$ cat src/rtl/alu4_arbiter.sv
// rtl/alu4_arbiter.sv - two-requester arbiter in front of a shared 4-bit ALU
// One operation in flight; round-robin tie-break flips to the other requester after each response.
module alu4_arbiter (
   input  logic       clk,
   input  logic       rst_n,
   input  logic       req0_valid,
   input  logic       req1_valid,
   output logic       req0_ready,
   output logic       req1_ready,
   input  logic [3:0] req0_a,
   input  logic [3:0] req0_b,
   input  logic [3:0] req1_a,
   input  logic [3:0] req1_b,
   input  logic [2:0] req0_op,
   input  logic [2:0] req1_op,
   output logic [3:0] alu_a,
   output logic [3:0] alu_b,
   output logic [2:0] alu_ctrl,
   input  logic [3:0] alu_result,
   input  logic [3:0] alu_nzcv,
   output logic       rsp_valid,
   input  logic       rsp_ready,
   output logic       rsp_id,
   output logic [3:0] rsp_result,
   output logic [3:0] rsp_nzcv,
   output logic       busy
);

   typedef enum logic [1:0] {
      IDLE = 2'd0,
      EXEC = 2'd1,
      RESP = 2'd2
   } state_t;

   state_t state;
   state_t state_nxt;
   logic   prio;
   logic   gnt_any;
   logic   gnt_id;
   logic   grant;
   logic   handshake;

   // prio only breaks ties; a lone requester is always taken
   assign gnt_any   = req0_valid | req1_valid;
   assign gnt_id    = (req0_valid & req1_valid) ? prio : req1_valid;
   assign grant     = (state == IDLE) & gnt_any;
   assign handshake = (state == RESP) & rsp_ready;

   always_ff @(posedge clk or negedge rst_n) begin
      if (!rst_n) begin
         state <= IDLE;
      end else begin
         state <= state_nxt;
      end
   end

   always_comb begin
      state_nxt = IDLE;
      case (state)
         IDLE:    state_nxt = gnt_any ? EXEC : IDLE;
         EXEC:    state_nxt = RESP;
         RESP:    state_nxt = rsp_ready ? IDLE : RESP;
         default: state_nxt = IDLE;
      endcase
   end

   // readys are gated by rst_n because reset forces IDLE, where a grant would otherwise show
   always_comb begin
      req0_ready = 1'b0;
      req1_ready = 1'b0;
      busy       = 1'b0;
      rsp_valid  = 1'b0;
      if (rst_n) begin
         req0_ready = grant & ~gnt_id;
         req1_ready = grant & gnt_id;
      end
      busy      = (state != IDLE);
      rsp_valid = (state == RESP);
   end

   always_ff @(posedge clk or negedge rst_n) begin
      if (!rst_n) begin
         prio       <= 1'b0;
         alu_a      <= 4'd0;
         alu_b      <= 4'd0;
         alu_ctrl   <= 3'd0;
         rsp_id     <= 1'b0;
         rsp_result <= 4'd0;
         rsp_nzcv   <= 4'd0;
      end else begin
         if (grant) begin
            alu_a    <= gnt_id ? req1_a  : req0_a;
            alu_b    <= gnt_id ? req1_b  : req0_b;
            alu_ctrl <= gnt_id ? req1_op : req0_op;
            rsp_id   <= gnt_id;
         end
         if (state == EXEC) begin
            rsp_result <= alu_result;
            rsp_nzcv   <= alu_nzcv;
         end
         if (handshake) begin
            prio <= ~rsp_id;
         end
      end
   end

endmodule

$ cat config.mk
export PLATFORM = sky130hd
export DESIGN_NAME = alu4_arbiter
export DESIGN_NICKNAME = d
export VERILOG_FILES = /design/src/rtl/alu4_arbiter.sv
export SDC_FILE = /design/constraint.sdc
export NUM_CORES = 1
export LEC_CHECK = 0
export CORE_MARGIN = 5
export CORE_UTILIZATION = 35
export CTS_BUF_LIST = sky130_fd_sc_hd__clkbuf_8
export CTS_CLUSTER_DIAMETER = 50
export CTS_CLUSTER_SIZE = 8
export DETAILED_ROUTE_END_ITERATION = 8
export PLACE_DENSITY_LB_ADDON = 0.15
export RECOVER_POWER = 25
export SLEW_MARGIN = 25
export SYNTH_ARGS = -nofsm -noshare
export SYNTH_HDL_FRONTEND = slang
export SYNTH_SLANG_ARGS = --single-unit
$ cat constraint.sdc
create_clock -name clk -period 1.19 [get_ports clk]
set_input_delay 0.1785 -clock clk [delete_from_list [all_inputs] [get_ports clk]]
set_output_delay 0.1785 -clock clk [all_outputs]
set_load 0.1 [all_outputs]
==> results of run 1 <==
metal layers:
layer / GRT usage, % / wire [µm]
met5: 0 / 0
met2: 31.8 / 1900
met1: 19.4 / 1260
met3: 4.73 / 251
met4: 6.07 / 57
critical path, cell delays in order (launching register included):
cell     delay (ns)
dfrtp_1        0.42
nor2_4         0.16
inv_2          0.06
nor3b_2        0.20
and2_4         0.18
buf_12         0.16
layout make-up:
type	count	area [µm²]
Multi-Input combinational cell	56	465
Fill cell	174	594
Inverter	3	15.0
Clock buffer	3	41.3
Tap cell	31	38.8
Timing Repair Buffer	79	1040
Clock inverter	1	5.00
Sequential cell	23	601
repair_timing:
action,in CTS,in global routing
pin swaps,2,5
endpoints found under the setup margin,23,25
gates resized for setup,9,12
buffers inserted,4,8
gates cloned,1,0
flip-flops by register name, indices dropped and copies added, names as in the netlist:
name	flops
alu_ctrl	3
rsp_nzcv	4
alu_a	4
rsp_result	4
rsp_id	1
prio	1
alu_b	4
state	2
Yosys cell counts (2+ instances only):
master,count
dfrtp_1,23
nand2_1,13
a221o_1,11
nor3_1,11
mux2_2,8
buf_2,3
buf_6,3
inv_1,3
and2_1,2
nand2b_1,2
o21ai_0,2
worst paths after layout:
check                                endpoint  slack (ns)  cells after the start
max in group asynchronous         rsp_nzcv[1]        0.60                      2
worst min-delay path                 alu_a[1]        0.38                      2
worst max register to register       alu_b[0]       -0.29                      5
worst max-delay path               req1_ready       -0.43                      5
min in group clk                rsp_result[0]        0.52                      2
worst min register to register           prio        0.53                      1
cell families (layout without fill, tap and decap cells):
group | count (synthesis) | after routing
buffers and inverters | 9 | 86
and+or+nand+nor | 33 | 33
DFF | 23 | 23
AOI/OAI and AO/OA | 15 | 15
muxes | 8 | 8
through the flow:
step / cell area, µm² / hold slack, ns / cells / setup WS [ns]
floorplan: 1080 / -0.117 / 88 / -0.318
global placement: 1980 / 0.507 / 182 / -0.346
detailed placement: 1980 / 0.527 / 182 / -0.380
CTS: 2120 / 0.381 / 190 / -0.397
global route: 2210 / 0.381 / 196 / -0.530
finish: 2210 / 0.375 / 196 / -0.428
==> flow_summary.ini, run 1 <==
[synthesis]
synth_compound_area_share_pct = 13.2
synth-async-reset-ratio_pct = 100
synth-simple-area-share_pct = 16.8
ys.flop_type = dfrtp_1
synth_area_mm2 = 0.00104
yosysWarnings = 0
synth_xor_area_share_pct = 0
syn-num-nets = 123
synth_top_area_share_pct = 55.6
synth_top_family_by_area = simple AND/OR/NAND/NOR gates
synth_area_leaders = dfrtp_1, a221o_1, mux2_2
synthAdderAreaFrac_pct = 0
synth_edf_count = 0
ys_seq_elements = 23
ys_types = 18
yosysSeqAreaShare_pct = 55.6
avgSynthCellArea_um2 = 11.8
netlist_instances = 88
synth_top_area_cell = dfrtp_1
synthMuxAreaShare_pct = 8.70

[global_route]
grt.overflow.total = 0
grt_antenna_before_repair = 0
grt_max_degree = 15
grt_pass1_wl_um = 5510
grt_pass1_vias = 1126
track_usage_pct = 17.4

[placement]
dp_hpwl_um = 2370
place.gp.congestion = 0.742
numPortBuffers = 58

[clock_tree]
htreeDepth = 1
clkTransAtPathRegs_ns = 0.08
cts_buffer_depth = 2
cts_made_buffers = 3
cts_sinks = 23
cts_hold_buf = 0
cts_root_buf = clkbuf_8
cts_tree = yes
clock_latency_ns = 0.26

[sta]
final-hold-violation-count = 0
timing.final.crit_share_pct = 136
rsz0062_at_grt = yes
slew_headroom_pct = 83.8
finalMaxSlewViolations = 0
clock_skew_ns = 0.00608
setup_violations = 24
worst_slew_pin_slew_ns = 0.243
max_freq_mhz = 618
fin_tns_setup_ns = -5.01
layout_min_cycle_time_ns = 1.62
post-route-worst-setup-slack_ns = -0.428

[finish]
syn_to_final_growth_pct = 113
n_antenna_cell = 0
final_layout_size_suffix_gt1_share_pct = 55.8
layout_common_cells = clkdlybuf4s50_1, buf_12, dfrtp_2, buf_4, nand2_1
final_common_cell = clkdlybuf4s50_1
layout.nets = 201
final_util_pct = 78.8

[worst_setup_path]
cp_data_arrival_time_ns = 1.44
worstSetupStartpoint = state[0]
cp-start-kind = flop
r2r_start = state[0]
crit_fanout = 3
worstPathRequired_ns = 1.01
endpoint_kind = output pin
worstSetupPathType = flop to output pin

[die]
pin_count = 59
die_h_um = 64.4
die_x_um = 64.4
design.die.area_mm2 = 0.00415
core_area_mm2 = 0.00281
num_rows = 19
initial_core_util_pct = 36.9

[routing]
route.detailed.drc = 0
detail-route-antenna-nets = 0
first_pass_iters = 4
drtIter0Drc = 37
routed_via_density = 5.29
wirelength_um = 3470
wl_per_cell_um = 17.7
vias = 1037

[run_status]
outcome = complete, but fails checks
violations = negative setup slack

[run]
cap_viol_max_count = 0

[min_path]
hold_path.class = primary input to async pin
Power of run 1 is not shown: default switching activity piles up to over one toggle a cycle in this logic, so the estimate is an artifact.
==> inputs of run 2 (changes only) <==
--- a/config.mk
+++ b/config.mk
@@ -5,6 +5,7 @@
 export SDC_FILE = /design/constraint.sdc
 export NUM_CORES = 1
 export LEC_CHECK = 0
+export CAP_MARGIN = 15
 export CORE_MARGIN = 5
 export CORE_UTILIZATION = 35
 export CTS_BUF_LIST = sky130_fd_sc_hd__clkbuf_8
==> results of run 2 <==
No change in the layout: final DEF, timing and power equal those of run 1.
Power of run 2 is left out for the same reason.
